--- src/rtl/wb_arbiter.sv ---
// Writeback-port arbiter: picks one of four result sources for the register-file write port.
// Fixed priority for PRIO_SRC, round-robin among the rest, with starvation override.
module wb_arbiter #(
    parameter int unsigned PRIO_SRC = 1,
    parameter int unsigned MAX_WAIT = 3,
    parameter int unsigned WAIT_W   = 2
) (
    input  logic        clk,
    input  logic        reset,
    input  logic [3:0]  req,
    input  logic [19:0] rd_in,
    input  logic        stall,
    output logic [3:0]  gnt,
    output logic [1:0]  WBSel,
    output logic [4:0]  rd_out,
    output logic        RegWEn
);

    localparam logic [WAIT_W-1:0] MAX_W = WAIT_W'(MAX_WAIT);

    logic [1:0]        ptr_q, ptr_d;
    logic [1:0]        last_sel_q, last_sel_d;
    logic [WAIT_W-1:0] wait_q [4];
    logic [WAIT_W-1:0] wait_d [4];

    logic       grant_valid;
    logic [1:0] grant_idx;
    logic [3:0] grant_vec;
    logic [4:0] grant_rd;

    always_comb begin
        grant_valid = 1'b0;
        grant_idx   = '0;
        if (!stall && req != '0) begin
            for (int unsigned i = 0; i < 4; i++) begin
                if (!grant_valid && i != PRIO_SRC && req[i] && wait_q[i] == MAX_W) begin
                    grant_valid = 1'b1;
                    grant_idx   = 2'(i);
                end
            end
            if (!grant_valid && req[PRIO_SRC]) begin
                grant_valid = 1'b1;
                grant_idx   = 2'(PRIO_SRC);
            end
            // Rotating search starts at ptr and wraps naturally in 2 bits.
            for (int unsigned k = 0; k < 4; k++) begin
                if (!grant_valid && (ptr_q + 2'(k)) != 2'(PRIO_SRC) && req[ptr_q + 2'(k)]) begin
                    grant_valid = 1'b1;
                    grant_idx   = ptr_q + 2'(k);
                end
            end
        end
    end

    always_comb begin
        grant_vec = '0;
        if (grant_valid) begin
            grant_vec = 4'b0001 << grant_idx;
        end
        grant_rd = rd_in[5*grant_idx +: 5];
    end

    // Reset gates the outputs combinationally so they drop mid-cycle.
    always_comb begin
        gnt    = '0;
        WBSel  = '0;
        rd_out = '0;
        RegWEn = 1'b0;
        if (!reset) begin
            if (grant_valid) begin
                gnt    = grant_vec;
                WBSel  = grant_idx;
                rd_out = grant_rd;
                RegWEn = (grant_rd != '0);
            end else begin
                WBSel  = last_sel_q;
            end
        end
    end

    always_comb begin
        ptr_d      = ptr_q;
        last_sel_d = last_sel_q;
        if (grant_valid) begin
            last_sel_d = grant_idx;
            if (grant_idx != 2'(PRIO_SRC)) begin
                ptr_d = grant_idx + 2'd1;
            end
        end
        for (int unsigned i = 0; i < 4; i++) begin
            wait_d[i] = wait_q[i];
            if (i == PRIO_SRC || grant_vec[i] || !req[i]) begin
                wait_d[i] = '0;
            end else if (!stall && wait_q[i] < MAX_W) begin
                wait_d[i] = wait_q[i] + WAIT_W'(1);
            end
        end
    end

    always_ff @(posedge clk or posedge reset) begin
        if (reset) begin
            ptr_q      <= '0;
            last_sel_q <= '0;
            for (int unsigned i = 0; i < 4; i++) begin
                wait_q[i] <= '0;
            end
        end else begin
            ptr_q      <= ptr_d;
            last_sel_q <= last_sel_d;
            for (int unsigned i = 0; i < 4; i++) begin
                wait_q[i] <= wait_d[i];
            end
        end
    end

endmodule

--- config.mk ---
export PLATFORM = sky130hd
export DESIGN_NAME = wb_arbiter
export DESIGN_NICKNAME = d
export VERILOG_FILES = /design/src/rtl/wb_arbiter.sv
export SDC_FILE = /design/constraint.sdc
export NUM_CORES = 1
export LEC_CHECK = 0
export BUFFER_PORTS_ARGS = -buffer_cell sky130_fd_sc_hd__buf_2
export CAP_MARGIN = 20
export CORE_UTILIZATION = 50
export CTS_CLUSTER_DIAMETER = 80
export DETAILED_ROUTE_END_ITERATION = 8
export PLACE_DENSITY = 0.89
export RECOVER_POWER = 50
export REMOVE_ABC_BUFFERS = 1
export SLEW_MARGIN = 20
export SYNTH_ARGS = -nofsm -noshare
export SYNTH_HDL_FRONTEND = slang
export SYNTH_SLANG_ARGS = --single-unit
--- constraint.sdc ---
create_clock -name clk -period 3.4 [get_ports clk]
set_input_delay 0 -clock clk [delete_from_list [all_inputs] [get_ports clk]]
set_output_delay 0 -clock clk [all_outputs]
set_load 0.02 [all_outputs]
Yosys cells after proc, flatten, opt, wreduce, memory -nomap -nowiden

Cells that the tools add are included.

Flip-flop bits (word level): 10
Input port bits: 27
Output and inout bits: 12
Word-level logic and storage cells: 115

$add $sub $neg: 7
Multipliers: 1
Magnitude comparators: 7
Equal/unequal tests: 8
Shift-type cells: 2
Muxes and demuxes: 47
Reduce and logical (&&, ||, !) cells: 38

Operator list:

| kind                | count |
|---|---|
| $mux 2              | 16 |
| $mux 1              | 22 |
| $shiftx 20x6->5     | 1 |
| $logic_and 1x1->1   | 18 |
| $lt 2x3->1 const B  | 4 |
| $mux 4              | 3 |
| $logic_not 1->1     | 11 |
| $add 2x1->2 const B | 5 |
| $mux 5              | 2 |
| $ne 2x1->1 const B  | 5 |
| $bmux 1 s2          | 4 |
| $eq 2x2->1 const B  | 3 |
| $lt 2x2->1 const B  | 3 |
| $reduce_bool 2->1   | 3 |
| $mul 3x2->5 const A | 1 |
| $reduce_bool 5->1   | 1 |
| $add 2x2->2 const B | 2 |
| $reduce_bool 4->1   | 1 |
| $shl 1x2->4 const A | 1 |
| $logic_or 1x1->1    | 3 |
| $reduce_and 2->1    | 1 |

Depth between registers and ports, before layout

Gate-level depths: netlist of run 1.

Depth in word-level cells: 43
Gate-level depth with buffers: 15
Depth with buffers taken out: 13

Worst setup path before layout of run 1

No wires, ideal clock.

Path type: reg2out
From: register ptr_q[0]
To: output rd_out[1]
Data arrival time: 2.775 ns
Data required time: 3.400 ns
Setup slack: 0.625 ns
Stages on the path, launching flop included: 12
Path buffers: 2
Cell sequence: dfrtp_1 -> buf_6 -> inv_1 -> ha_1 -> mux2i_1 -> o22ai_2 -> and4bb_4 -> nor3b_1 -> o21a_1 -> buf_6 -> mux4_2 -> and2_1

Word-level cells in the longest chain between the ends: 24
Elaborated cells on any way between the ends: 43
Those cells by class: add/sub (3); mul (1); eq/ne (4); shift (1); mux (23); reduce/logical (11)

Ends and longest elaborated chain:

| element                                                                  | line | text |
|---|---|---|
| from (decl)                                                              | 21   | `logic [1:0] ptr_q, ptr_d;` |
| from (signal assigned)                                                   | 108  | `ptr_q <= ptr_d;` |
| $bmux 1 s2 / $ne 2x1->1 (equally long branches)                          | 47   | `if (!grant_valid && (ptr_q + 2'(k)) != 2'(PRIO_SRC) && req[ptr_q + 2'(k)]) begin` |
| $mux 1 (implied by the code) / $logic_and 1x1->1 (equally long branches) | 47   |  |
| $logic_and 1x1->1                                                        | 47   |  |
| $mux 1                                                                   | 47   |  |
| $mux 1                                                                   | 34   | `if (!stall && req != '0) begin` |
| $logic_not 1->1                                                          | 47   |  |
| $logic_and 1x1->1 (2 in a row)                                           | 47   |  |
| $mux 1                                                                   | 47   |  |
| [6 not listed]                                                           | n/a  |  |
| $logic_not 1->1                                                          | 47   |  |
| $logic_and 1x1->1 (2 in a row)                                           | 47   |  |
| $mux 2                                                                   | 47   |  |
| $mux 2                                                                   | 34   |  |
| $mul 3x2->5                                                              | 60   | `grant_rd = rd_in[5*grant_idx +: 5];` |
| $shiftx 20x6->5                                                          | 60   |  |
| $mux 5 *                                                                 | 70   | `if (grant_valid) begin` |
| $mux 5 *                                                                 | 69   | `if (!reset) begin` |
| to (decl)                                                                | 15   | `output logic [4:0] rd_out,` |

Every way passes the cells marked *; elsewhere a longest branch is shown, timed or not. The select of a mux whose other input is x is not followed.

Worst setup path after layout of run 1

From: register ptr_q[1]
To: output RegWEn

Word-level cells in the longest chain between the ends: 25
Elaborated cells on any way between the ends: 44
Those cells by class: add/sub (3); mul (1); eq/ne (4); shift (1); mux (23); reduce/logical (12)

Ends and longest elaborated chain:

| element                                                                  | line | text |
|---|---|---|
| $bmux 1 s2 / $ne 2x1->1 (equally long branches)                          | 47   |  |
| $mux 1 (implied by the code) / $logic_and 1x1->1 (equally long branches) | 47   |  |
| $logic_and 1x1->1                                                        | 47   |  |
| $mux 1                                                                   | 47   |  |
| $mux 1                                                                   | 34   |  |
| $logic_not 1->1                                                          | 47   |  |
| $logic_and 1x1->1 (2 in a row)                                           | 47   |  |
| $mux 1                                                                   | 47   |  |
| [7 not listed]                                                           | n/a  |  |
| $logic_and 1x1->1 (2 in a row)                                           | 47   |  |
| $mux 2                                                                   | 47   |  |
| $mux 2                                                                   | 34   |  |
| $mul 3x2->5                                                              | 60   |  |
| $shiftx 20x6->5                                                          | 60   |  |
| $reduce_bool 5->1                                                        | 74   | `RegWEn = (grant_rd != '0);` |
| $mux 1 *                                                                 | 70   |  |
| $mux 1 *                                                                 | 69   |  |
| to (decl)                                                                | 16   | `output logic RegWEn` |

Marks and branches as above.

==> flow_summary.rst, run 1 <==
.. list-table::
   :header-rows: 1

   * - Metric
     - Value
   * - Number of global-route vias before repair
     - 1111
   * - Per-cell routed wire length
     - 14.78 um
   * - Detailed-route wire length
     - 3089 um
   * - DP Area
     - 0.001394 mm^2
   * - CTS Buf Count
     - 3
   * - Final net count
     - 220
   * - Internal Dissipation
     - 0.5066 mW
   * - LEAKAGE
     - 0.7161 nW
   * - Port Buf Inserts
     - 38
   * - Endpoint type of the worst setup path
     - primary output
   * - Die Span Y
     - 50.86 um
   * - Final count of pins violating max slew
     - 0
   * - Fraction of power consumed by combinational cells
     - 0.688
   * - Pwr Density
     - 617.2 mW/mm^2
   * - WP data required
     - 3.40 ns
   * - Total vias in the final route
     - 1196
   * - Peak ir drop on the vdd network
     - 378.1 uV
   * - Kind of path behind the tightest hold check
     - in2reg
   * - Growth of design area from synthesis to finish
     - 23.17%
   * - Max Cap Viol
     - 0
   * - Later-pin clock latency in the skew report
     - 0.27 ns
   * - Worst endpoint data arrival time
     - 3.26 ns
   * - Syn Area/Cell
     - 8.777 um^2
   * - Transition time of the tightest slew-check pin
     - 0.4789 ns
   * - Largest net degree at the start of global routing
     - 14
   * - Total global routing overflow
     - 0
   * - DR vias/cell
     - 5.722
   * - Dominant cells by area after synthesis
     - sky130_fd_sc_hd__dfrtp_1 21%, sky130_fd_sc_hd__ha_1 12%, sky130_fd_sc_hd__mux2i_1 11%, sky130_fd_sc_hd__nor2_1 6.6%, sky130_fd_sc_hd__o21ai_0 4.2%
   * - Number of sinks on the clock net
     - 10
   * - Buffer cell driving the clock tree root
     - sky130_fd_sc_hd__clkbuf_4
   * - Sequential fraction of the synthesis area
     - 0.2096
   * - Overall fraction of global-route tracks in use
     - 0.2432
   * - Synthesis-stage register bit count
     - 10
   * - Share of cells above drive strength 1
     - 0.3536
   * - Switching share of total power
     - 0.4417
   * - Number of setup violations in the final report
     - 0
   * - Share of synthesized registers carrying an async set or reset
     - 1.000
   * - FF-to-FF Start
     - ptr_q[1]
   * - Post-route DRC
     - 0
   * - Hold Path Origin
     - req[0]
   * - Number of iterations in the first detailed-routing pass
     - 4
   * - Fin. Hold Viols
     - 0
   * - Design area
     - 0.001470 mm^2
   * - Worst setup path category
     - reg2out
   * - Top-level I/O count
     - 39
   * - Slew Limit Headroom
     - 0.6804
   * - Overall die area
     - 0.002587 mm^2
   * - Routability cong.
     - 0.9021
   * - Crit path launch type
     - flop
   * - Deepest clock path buffer count
     - 2
   * - CTS tree
     - yes
   * - Clock Power Share
     - 0.122
   * - Largest area contributor in the netlist
     - sky130_fd_sc_hd__dfrtp_1
   * - CORE AREA
     - 0.002233 mm^2
   * - Number of placement rows
     - 17
   * - Crit-path max FO
     - 7
   * - Run status
     - completed
   * - Min Tclk post-route
     - 3.263 ns
   * - Share of the synthesized area in the top cell type
     - 0.2096
   * - Drt initial violations
     - 23
   * - Primary FF master, synth
     - sky130_fd_sc_hd__dfrtp_1
   * - Initial standard-cell utilization of the core
     - 0.5345
   * - Launch point of the critical path
     - ptr_q[1]
   * - HPWL reported at the end of detailed placement
     - 2307 um
   * - Count of flip-flops with a built-in enable after synthesis
     - 0
   * - Post-Synthesis Cell Area
     - 0.001194 mm^2
   * - First-pass GRT wire length
     - 4664 um
   * - Post-DRT Antenna Nets
     - 0
   * - Number of antenna violations at the first check in global routing
     - 0
   * - Horizontal die dimension
     - 50.86 um
   * - Sequential group share of total power
     - 0.190
   * - Net load switching power
     - 0.4008 mW
   * - Number of cells on the worst hold path
     - 3
   * - Count of cell types in the netlist
     - 41
   * - Cells after Synth
     - 136
   * - Total negative slack
     - 0 ns
   * - Synthesis warning total
     - 0
   * - Highest Clock Rate
     - 0.3064 GHz
   * - Fraction of the cycle the final worst path needs
     - 0.9598
   * - Antenna fix cells
     - 0
   * - Worst clock skew on the final layout
     - 0.002425 ns
   * - Clock slew at reported path FFs
     - 0.07 ns
   * - H-tree levels
     - 1
   * - Cells on worst reg2reg path
     - 13
final timing paths:
kind / end / slack, ns
max in group asynchronous: ptr_q[1] / 2.77
hold / removal: wait_q[7] / 0.09
setup / recovery: RegWEn / 0.14
min in group asynchronous: last_sel_q[0] / 0.28
hold reg to reg: last_sel_q[1] / 0.48
setup reg to reg: wait_q[3] / 0.46
layout by cell type (no fill, tap or decap), drive strengths merged, types with 2 or more instances in the layout:
cell type	synthesis	layout
buf	4	43
nor2	21	21
mux2i	14	14
o21ai	11	11
ha	11	11
dfrtp	10	10
nand2	8	8
inv	8	8
a21oi	7	7
and2	5	5
clkbuf	0	5
mux2	4	4
nand2b	3	3
xnor2	3	3
or2	3	3
nor3b	2	2
o22ai	2	2
a31oi	2	2
o21a	2	2
a21boi	2	2
mux4	2	2
stage by stage:
| step | power (mW) | instances | setup slack, ns | hold slack [ns] | utilization |
|---|---|---|---|---|---|
| floorplan | 0.6104 | 132 | 0.3854 | -0.1418 | - |
| global placement | 0.7293 | 201 | 0.4753 | 0.02456 | 0.6241 |
| detailed placement | 0.7538 | 201 | 0.3502 | 0.03789 | 0.6241 |
| CTS | 0.8689 | 206 | 0.04233 | 0.07277 | 0.6448 |
| global route | 0.9756 | 209 | -0.03835 | 0.1111 | 0.6583 |
| finish | 0.9074 | 209 | 0.1366 | 0.08727 | 0.6583 |
what timing repair did:
action                                  in CTS  in global routing
hold endpoints to repair                    10                  0
gates resized for setup                      0                  4
endpoints found under the setup margin       0                  8
buffers inserted                             0                  3
hold buffers                                 1                  0
cells by family after synthesis:
kind of cell | Yosys count | synth area share
multiplexers | 20 | 0.1992
AND/OR/NAND/NOR | 48 | 0.2002
buffers and inverters | 12 | 0.06499
adder cells (fa/ha/maj) | 11 | 0.1153
XOR/XNOR | 3 | 0.02202
flip-flops | 10 | 0.2096
AO/OA/AOI/OAI | 32 | 0.1887
metal layers:
metal	part of all wire	track usage	vias to the layer above
met5	0	0	-
met4	0.012	0.1204	0
met3	0.051	0.03274	4
met2	0.53	0.4511	55
met1	0.40	0.2690	564
li1	-	-	573
Yosys cell counts, types with 2 or more instances:
master                     number
sky130_fd_sc_hd__mux2i_1       13
sky130_fd_sc_hd__nand2b_1       3
sky130_fd_sc_hd__nor2_1        21
sky130_fd_sc_hd__and2_1         5
sky130_fd_sc_hd__nand2_1        8
sky130_fd_sc_hd__xnor2_1        3
sky130_fd_sc_hd__dfrtp_1       10
sky130_fd_sc_hd__a21oi_1        7
sky130_fd_sc_hd__mux2_2         4
sky130_fd_sc_hd__o21a_1         2
sky130_fd_sc_hd__inv_1          8
sky130_fd_sc_hd__or2_2          2
sky130_fd_sc_hd__o21ai_0       10
sky130_fd_sc_hd__nor3b_1        2
sky130_fd_sc_hd__ha_1          11
sky130_fd_sc_hd__buf_6          2
power by group through the flow:
stage | Clock, mW | Combinational [mW] | Sequential [mW]
3_3_place_gp | 0 | 0.558 | 0.171
5_1_grt | 0.118 | 0.682 | 0.176
3_5_place_dp | 0 | 0.580 | 0.174
2_1_floorplan | 0 | 0.430 | 0.180
6_report | 0.111 | 0.624 | 0.173
4_1_cts | 0.114 | 0.584 | 0.172
critical path, stage by stage, from the launching register on:
cell and delay [ns]:
sky130_fd_sc_hd__dfrtp_2 0.41, sky130_fd_sc_hd__inv_1 0.09, sky130_fd_sc_hd__ha_2 0.40, sky130_fd_sc_hd__mux2i_2 0.26
sky130_fd_sc_hd__o22ai_2 0.12, sky130_fd_sc_hd__and4bb_4 0.37, sky130_fd_sc_hd__a31oi_2 0.13, sky130_fd_sc_hd__a21boi_4 0.26
sky130_fd_sc_hd__buf_4 0.21, sky130_fd_sc_hd__mux2i_1 0.08, sky130_fd_sc_hd__mux2_2 0.29, sky130_fd_sc_hd__a41oi_2 0.16
sky130_fd_sc_hd__buf_2 0.19
layout make-up:
cell class | instances | area, um^2
repair buffers | 45 | 244.0
fillers | 196 | 763.2
well taps | 28 | 35.03
multi-input cells | 114 | 873.3
flip-flops and latches | 10 | 251.5
inverters | 8 | 30.03
clock buffers | 4 | 36.28
flip-flops by register name, indices dropped and copies added (netlist names):
name and cells:
ptr_q 2, wait_q 6, last_sel_q 2
Note: power is estimated with default switching activity, not from simulation.
==> run 2, diff against run 1 <==
--- a/config.mk
+++ b/config.mk
@@ -5,12 +5,13 @@
 export SDC_FILE = /design/constraint.sdc
 export NUM_CORES = 1
 export LEC_CHECK = 0
+export ABC_AREA = 1
 export BUFFER_PORTS_ARGS = -buffer_cell sky130_fd_sc_hd__buf_2
 export CAP_MARGIN = 20
 export CORE_UTILIZATION = 50
 export CTS_CLUSTER_DIAMETER = 80
 export DETAILED_ROUTE_END_ITERATION = 8
-export PLACE_DENSITY = 0.89
+export PLACE_DENSITY = 0.88
 export RECOVER_POWER = 50
 export REMOVE_ABC_BUFFERS = 1
 export SLEW_MARGIN = 20
==> flow_summary.rst, run 2 <==
.. list-table::
   :header-rows: 1

   * - Metric
     - Value
   * - Cell with the most instances after synthesis
     - sky130_fd_sc_hd__nand2_1
   * - Number of placement rows
     - 17 (unchanged)
   * - Cells after Synth
     - 187 (+38%)
   * - Most frequent cells in the layout
     - 50 x sky130_fd_sc_hd__nand2_1, 37 x sky130_fd_sc_hd__buf_2, 30 x sky130_fd_sc_hd__nand3_1
   * - Global-route layer with the greatest usage
     - met2
   * - Routability cong.
     - 0.8751 (-3.0%)
   * - Growth of design area from synthesis to finish
     - 18.24%
   * - CTS Buf Count
     - 3 (unchanged)
   * - Overall die area
     - 0.002701 mm^2 (+4.4%)
   * - Horizontal die dimension
     - 51.98 um (+2.2%)
   * - Count of cell types in the netlist
     - 23 (-44%)
   * - Crit path launch type
     - flop
   * - Total power of the final layout
     - 1.248 mW (+37%)
   * - Number of iterations in the first detailed-routing pass
     - 4 (unchanged)
   * - Antenna fix cells
     - 0 (unchanged)
   * - Net load switching power
     - 0.7124 mW (+78%)
   * - Clock slew at reported path FFs
     - 0.07 ns (about the same)
   * - HPWL reported at the end of detailed placement
     - 2220 um (-3.8%)
   * - Met1 demand-to-capacity share in global routing
     - 0.3096 (+0.04059)
   * - Fin. Hold Viols
     - 0 (unchanged)
   * - Number of antenna violations at the first check in global routing
     - 0 (unchanged)
   * - Crit-path max FO
     - 16 (+9)
   * - Largest area contributor in the netlist
     - sky130_fd_sc_hd__dfrtp_1
   * - Kind of path behind the tightest hold check
     - in2reg
   * - First-pass GRT wire length
     - 4857 um (+4.1%)
   * - Total vias in the final route
     - 1324 (+11%)
   * - Worst clock skew on the final layout
     - 0.004529 ns (+0.002103 ns)
   * - Reg2Reg Setup Slack
     - 0.54 ns (+0.08 ns)
   * - Final net count
     - 266 (+21%)
   * - Highest Clock Rate
     - 0.3401 GHz (+11%)
   * - Post-route DRC
     - 0 (unchanged)
   * - Most common library cell in the layout ignoring fill and taps
     - sky130_fd_sc_hd__nand2_1
   * - DR vias/cell
     - 5.192 (-9.3%)
   * - Per-cell routed wire length
     - 11.00 um (-26%)
   * - WP data required
     - 3.40 ns (about the same)
   * - Fraction of power consumed by combinational cells
     - 0.755 (+0.067)
   * - Gates resized, CTS repair
     - 0 (unchanged)
   * - Max reg flops
     - 6 (unchanged)
   * - Sequential group share of total power
     - 0.155 (-0.035)
   * - Synthesis-stage register bit count
     - 10 (unchanged)
   * - Synthesis warning total
     - 0 (unchanged)
   * - Pwr Density
     - 845.0 mW/mm^2 (+37%)
   * - Slew Limit Headroom
     - 0.7120 (+0.03160)
   * - Worst endpoint data arrival time
     - 2.94 ns (-0.32 ns)
   * - Number of setup violations in the final report
     - 0 (unchanged)
   * - Fraction of the cycle the final worst path needs
     - 0.8649 (-0.09492)
   * - Endpoint type of the worst setup path
     - primary output
   * - Detailed-route wire length
     - 2804 um (-9.2%)
   * - Switching share of total power
     - 0.5710 (+0.1293)
   * - Largest net degree at the start of global routing
     - 17 (+3)
   * - Peak ir drop on the vdd network
     - 557.0 uV (+47%)
   * - Drt initial violations
     - 49 (+110%)
   * - Post-Synthesis Cell Area
     - 0.001249 mm^2 (+4.6%)
   * - Count of flip-flops with a built-in enable after synthesis
     - 0 (unchanged)
   * - H-tree levels
     - 1 (unchanged)
   * - Worst setup path category
     - reg2out
   * - Min Tclk post-route
     - 2.941 ns (-0.3227 ns)
   * - Number of global-route vias before repair
     - 1171 (+5.4%)
   * - Met2 Usage GRT
     - 0.3932 (-0.05795)
   * - Total global routing overflow
     - 0 (unchanged)
   * - Top register by number of flip-flops
     - wait_q
   * - Post-DRT Antenna Nets
     - 0 (unchanged)
   * - Run status
     - completed
   * - Port Buf Inserts
     - 38 (unchanged)
   * - Number of sinks on the clock net
     - 10 (unchanged)
   * - CTS tree
     - yes
   * - LEAKAGE
     - 0.8485 nW (+19%)
   * - Total negative slack
     - 0 ns (unchanged)
   * - Final count of pins violating max slew
     - 0 (unchanged)
   * - Dominant cells by area after synthesis
     - sky130_fd_sc_hd__dfrtp_1 20%, sky130_fd_sc_hd__nand2_1 15%, sky130_fd_sc_hd__nand3_1 12%, sky130_fd_sc_hd__ha_1 11%, sky130_fd_sc_hd__nor2_1 5.7%
   * - Registers with the highest flip-flop counts
     - wait_q x6, last_sel_q x2, ptr_q x2
   * - Max Cap Viol
     - 0 (unchanged)
   * - Fill cell total of the finished layout
     - 197 (+0.51%)
   * - Later-pin clock latency in the skew report
     - 0.28 ns (about the same)
   * - Top-level I/O count
     - 39 (unchanged)
   * - Unrepaired setup endpoints after global routing
     - false
   * - Final cell utilization of the core
     - 0.6487 (-0.009555)
   * - Slack of the critical path
     - 0.4594 ns (+0.3227 ns)
   * - Global-route track usage on met3
     - 0.05556 (+0.02282)
   * - Overall fraction of global-route tracks in use
     - 0.2359 (-0.007268)
   * - Share of the synthesized area in the top cell type
     - 0.2004 (-0.009243)
   * - Pre-CTS setup slack
     - 0.5973 ns (+0.2471 ns)
   * - Buffer cell driving the clock tree root
     - sky130_fd_sc_hd__clkbuf_4
   * - Deepest clock path buffer count
     - 2 (unchanged)
   * - Clock Power Share
     - 0.090 (-0.032)
   * - Most instantiated cells after synthesis
     - 50 x sky130_fd_sc_hd__nand2_1, 30 x sky130_fd_sc_hd__nand3_1, 19 x sky130_fd_sc_hd__nor2_1
   * - Transition time of the tightest slew-check pin
     - 0.4316 ns (-0.04736 ns)
   * - Share of synthesized registers carrying an async set or reset
     - 1.000 (unchanged)
   * - Share of cells above drive strength 1
     - 0.3040 (-0.04963)
   * - Sequential fraction of the synthesis area
     - 0.2004 (-0.009243)
   * - Internal Dissipation
     - 0.5352 mW (+5.7%)
   * - Die Span Y
     - 51.98 um (+2.2%)
   * - Primary FF master, synth
     - sky130_fd_sc_hd__dfrtp_1
   * - Syn Area/Cell
     - 6.678 um^2 (-24%)
   * - CORE AREA
     - 0.002276 mm^2 (+1.9%)
   * - Initial standard-cell utilization of the core
     - 0.5487 (+0.01420)
-- run 2: layer usage --
layer / up-vias / wire length (um) / part of all wire
li1: 684 / - / -
met1: 578 / 1355 / 0.48
met2: 54 / 1270 / 0.45
met3: 8 / 155 / 0.055
met4: 0 / 23 / 0.0082
met5: - / 0 / 0
-- run 2: kinds of logic after synthesis --
kind of cell    Yosys count  share of synthesized area
simple gates            123                     0.4980
buf+inv                  25                     0.1012
compound gates           15                    0.06914
fa+ha+maj                11                     0.1102
flops                    10                     0.2004
xor+xnor                  3                    0.02105
-- run 2: timing repair --
item	in CTS	in global routing
setup buffers	0	0
setup endpoints to repair	0	0
hold buffers	1	0
hold endpoints to repair	10	0
-- run 2: area by class of cell --
class | count | area, um^2 | area share
timing repair buffer | 39 | 198.9 | 0.1347
clock buffer | 4 | 36.28 | 0.02458
inverter | 22 | 83.83 | 0.05678
multi-input combinational | 152 | 872.1 | 0.5907
sequential | 10 | 250.2 | 0.1695
tap | 28 | 35.03 | 0.02373
-- run 2: metrics by stage --
stage / instance area [um^2] / std cells / hold slack, ns
after floorplan: 1206 / 184 / -0.1515
after global placement: 1431 / 250 / 0.02637
after detailed placement: 1431 / 250 / 0.03743
after CTS: 1478 / 255 / 0.04185
after global routing: 1476 / 255 / 0.08665
final: 1476 / 255 / 0.04533
-- run 2: path summary, 6_finish.rpt --
path                                    start       endpoint  cells after the start
worst max-delay path                 ptr_q[0]         gnt[3]                     16
worst min-delay path                   req[2]      wait_q[2]                      3
worst max register to register       ptr_q[0]       ptr_q[1]                     16
worst min register to register  last_sel_q[1]  last_sel_q[1]                      2
max in group asynchronous               reset      wait_q[0]                      3
min in group asynchronous               reset       ptr_q[1]                      3
-- run 2: worst max-delay path: stages, from the launching register on --
cell	delay [ns]
sky130_fd_sc_hd__dfrtp_1	0.51
sky130_fd_sc_hd__inv_2	0.14
sky130_fd_sc_hd__ha_1	0.37
sky130_fd_sc_hd__inv_1	0.12
sky130_fd_sc_hd__nand3_2	0.11
sky130_fd_sc_hd__nand3_4	0.10
sky130_fd_sc_hd__nand3_2	0.10
sky130_fd_sc_hd__nor2_4	0.13
sky130_fd_sc_hd__nand4_1	0.10
sky130_fd_sc_hd__nand2_1	0.10
sky130_fd_sc_hd__inv_2	0.10
sky130_fd_sc_hd__nand2_4	0.19
sky130_fd_sc_hd__inv_1	0.09
sky130_fd_sc_hd__ha_1	0.20
sky130_fd_sc_hd__inv_1	0.07
sky130_fd_sc_hd__nor2_1	0.05
sky130_fd_sc_hd__buf_2	0.17
-- run 2: power groups by stage --
stage	Clock (mW)	Combinational [mW]	Sequential (mW)
after global placement	0	0.924	0.194
after CTS	0.115	0.939	0.193
after floorplan	0	0.755	0.187
after detailed placement	0	0.931	0.196
after global routing	0.118	1.06	0.199
final	0.113	0.942	0.193
==> run 3, diff against run 2 <==
--- a/config.mk
+++ b/config.mk
@@ -8,10 +8,10 @@
 export ABC_AREA = 1
 export BUFFER_PORTS_ARGS = -buffer_cell sky130_fd_sc_hd__buf_2
 export CAP_MARGIN = 20
-export CORE_UTILIZATION = 50
+export CORE_UTILIZATION = 33
 export CTS_CLUSTER_DIAMETER = 80
 export DETAILED_ROUTE_END_ITERATION = 8
-export PLACE_DENSITY = 0.88
+export PLACE_DENSITY = 0.66
 export RECOVER_POWER = 50
 export REMOVE_ABC_BUFFERS = 1
 export SLEW_MARGIN = 20
==> flow_summary.rst, run 3 (synthesis results as in run 2) <==
.. list-table::
   :header-rows: 1

   * - Metric
     - Value
   * - Gates resized, CTS repair
     - 0 (unchanged)
   * - Total global routing overflow
     - 0 (unchanged)
   * - Worst endpoint data arrival time
     - 2.98 ns (+0.04 ns)
   * - Fraction of the cycle the final worst path needs
     - 0.8767 (+0.01186)
   * - Overall die area
     - 0.004034 mm^2 (+49%)
   * - Switching share of total power
     - 0.5530 (-0.01801)
   * - Min Tclk post-route
     - 2.981 ns (+0.04031 ns)
   * - Highest Clock Rate
     - 0.3355 GHz (-1.4%)
   * - Final net count
     - 266 (unchanged)
   * - Total negative slack
     - 0 ns (unchanged)
   * - Top-level I/O count
     - 39 (unchanged)
   * - Kind of cell with the highest combined delay on the critical path
     - simple AND/OR/NAND/NOR gates
   * - Placed insts
     - 268 (+7.2%)
   * - Die Span Y
     - 63.52 um (+22%)
   * - CTS Buf Count
     - 3 (unchanged)
   * - Most common library cell in the layout ignoring fill and taps
     - sky130_fd_sc_hd__nand2_1
   * - Total power of the final layout
     - 1.271 mW (+1.8%)
   * - Max reg flops
     - 6 (unchanged)
   * - CP cell instances
     - inv_2, ha_1, inv_1, nand3_2, nand3_4, nand3_2, nor2_4, nand3_1, o211ai_1, nand2_4, clkinv_2, nand3_1, nand2_1, nand3_1, nor2_1, nor2_1, buf_2
   * - Transition time of the tightest slew-check pin
     - 0.4221 ns (-0.009510 ns)
   * - Antenna fix cells
     - 0 (unchanged)
   * - Clock Power Share
     - 0.120 (+0.030)
   * - WP data required
     - 3.40 ns (about the same)
   * - Number of placement rows
     - 21 (+4)
   * - Peak ir drop on the vdd network
     - 358.2 uV (-36%)
   * - Endpoint type of the worst setup path
     - primary output
   * - Registers with the highest flip-flop counts
     - wait_q x6, last_sel_q x2, ptr_q x2
   * - Sequential group share of total power
     - 0.153 (-0.002)
   * - Cell occurring most often along the worst timing path
     - sky130_fd_sc_hd__nand3_1
   * - Max Cap Viol
     - 0 (unchanged)
   * - Worst setup path category
     - reg2out
   * - Number of antenna violations at the first check in global routing
     - 0 (unchanged)
   * - Number of setup violations in the final report
     - 0 (unchanged)
   * - Slew Limit Headroom
     - 0.7183 (+0.006347)
   * - Pwr Density
     - 842.8 mW/mm^2 (-0.26%)
   * - Initial standard-cell utilization of the core
     - 0.3600 (-0.1886)
   * - Buffers inserted during post-CTS setup optimization
     - 0 (unchanged)
   * - CORE AREA
     - 0.003468 mm^2 (+52%)
   * - HPWL reported at the end of detailed placement
     - 2373 um (+6.9%)
   * - Slowest Stage Delay on Critical Path
     - 0.51 ns (about the same)
   * - Final Instance Count excl. Fillers
     - 273 (+7.1%)
   * - Unrepaired setup endpoints after global routing
     - false
   * - Fin. Hold Viols
     - 0 (unchanged)
   * - Sequential cell area
     - 250.2 um^2 (unchanged)
   * - Clock slew at reported path FFs
     - 0.05 ns (-0.02 ns)
   * - Bufs and invs on worst path
     - 4 (-2)
   * - Post-DRT Antenna Nets
     - 0 (unchanged)
   * - Area occupied by multi-input gates
     - 862.1 um^2 (-1.1%)
   * - Number of iterations in the first detailed-routing pass
     - 4 (unchanged)
   * - Final count of pins violating max slew
     - 0 (unchanged)
   * - Largest net degree at the start of global routing
     - 17 (unchanged)
   * - CTS tree
     - yes
   * - Kind of path behind the tightest hold check
     - in2reg
   * - Post-route DRC
     - 0 (unchanged)
   * - Detailed-route wire length
     - 2944 um (+5.0%)
   * - LEAKAGE
     - 0.8502 nW (+0.19%)
   * - Slowest library cell on the worst path
     - sky130_fd_sc_hd__dfrtp_1
   * - Share of cells above drive strength 1
     - 0.2952 (-0.008811)
   * - Crit-path max FO
     - 10 (-6)
   * - Routability cong.
     - 0.8322 (-4.9%)
   * - First-pass GRT wire length
     - 5147 um (+6.0%)
   * - Internal Dissipation
     - 0.5680 mW (+6.1%)
   * - Deepest clock path buffer count
     - 2 (unchanged)
   * - Net load switching power
     - 0.7027 mW (-1.4%)
   * - Later-pin clock latency in the skew report
     - 0.24 ns (-0.04 ns)
   * - Most frequent cells in the layout
     - 50 x sky130_fd_sc_hd__nand2_1, 37 x sky130_fd_sc_hd__buf_2, 31 x sky130_fd_sc_hd__nand3_1
   * - Number of sinks on the clock net
     - 10 (unchanged)
   * - Fill cell total of the finished layout
     - 393 (+99%)
   * - Crit path launch type
     - flop
   * - Buffer cell driving the clock tree root
     - sky130_fd_sc_hd__clkbuf_8
   * - Number of global-route vias before repair
     - 1178 (+0.60%)
   * - Growth of design area from synthesis to finish
     - 20.74%
   * - DR vias/cell
     - 4.700 (-9.5%)
   * - Overall fraction of global-route tracks in use
     - 0.1566 (-0.07936)
   * - Top register by number of flip-flops
     - wait_q
   * - Per-cell routed wire length
     - 10.78 um (-1.9%)
   * - Port Buf Inserts
     - 38 (unchanged)
   * - Horizontal die dimension
     - 63.52 um (+22%)
   * - Drt initial violations
     - 30 (-39%)
   * - Run status
     - completed
   * - Total vias in the final route
     - 1283 (-3.1%)
   * - H-tree levels
     - 1 (unchanged)
   * - Final cell utilization of the core
     - 0.4347 (-0.2140)
   * - Fraction of power consumed by combinational cells
     - 0.727 (-0.028)
   * - Worst clock skew on the final layout
     - 0.002166 ns (-0.002362 ns)
-- run 3: path summary, 6_finish.rpt --
kind,start,endpoint,slack (ns),depth (start not counted)
worst max-delay path,ptr_q[0],RegWEn,0.42,17
worst min-delay path,req[2],wait_q[2],0.10,3
worst max register to register,ptr_q[0],wait_q[1],0.55,15
worst min register to register,last_sel_q[1],last_sel_q[1],0.48,2
max in group asynchronous,reset,wait_q[3],2.79,3
min in group asynchronous,reset,last_sel_q[1],0.31,3
-- run 3: timing repair --
| action | 4_1_cts | 5_1_grt |
|---|---|---|
| hold buffers | 1 | 0 |
| setup endpoints to repair | 0 | 0 |
| hold endpoints to repair | 10 | 0 |
-- run 3: layout make-up --
cell class                      instances  area share
Timing Repair Buffer                   39      0.1319
Sequential cell                        10      0.1660
Inverter                               22     0.05560
Multi-Input combinational cell        152      0.5718
Tap cell                               46     0.03817
Clock buffer                            4     0.03651
-- run 3: per-stage QoR --
| step | instance area (um^2) | worst slack [ns] | hold slack (ns) |
|---|---|---|---|
| after floorplan | 1206 | 0.9390 | -0.1515 |
| after global placement | 1454 | 0.5686 | 0.02778 |
| after detailed placement | 1454 | 0.5978 | 0.02482 |
| after CTS | 1519 | 0.4786 | 0.1029 |
| after global routing | 1508 | 0.1083 | 0.1128 |
| final | 1508 | 0.4191 | 0.1010 |
-- run 3: worst min-delay path, stage by stage --
cell and delay, ns:
sky130_fd_sc_hd__buf_2 0.13, sky130_fd_sc_hd__o21ai_0 0.12, sky130_fd_sc_hd__nor2_1 0.05
-- run 3: power by group through the flow --
stage	sequential (mW)	combinational (mW)	clock [mW]
final	0.194	0.924	0.152
after global routing	0.200	1.07	0.161
after global placement	0.196	0.935	0
after floorplan	0.187	0.755	0
after detailed placement	0.197	0.943	0
after CTS	0.194	0.949	0.157
-- run 3: layer usage --
layer	share of wire	wire length (um)	track usage
met5	0	0	0
met4	0.0092	27	0.05114
met3	0.031	91	0.01630
met2	0.48	1403	0.2487
met1	0.48	1421	0.2183
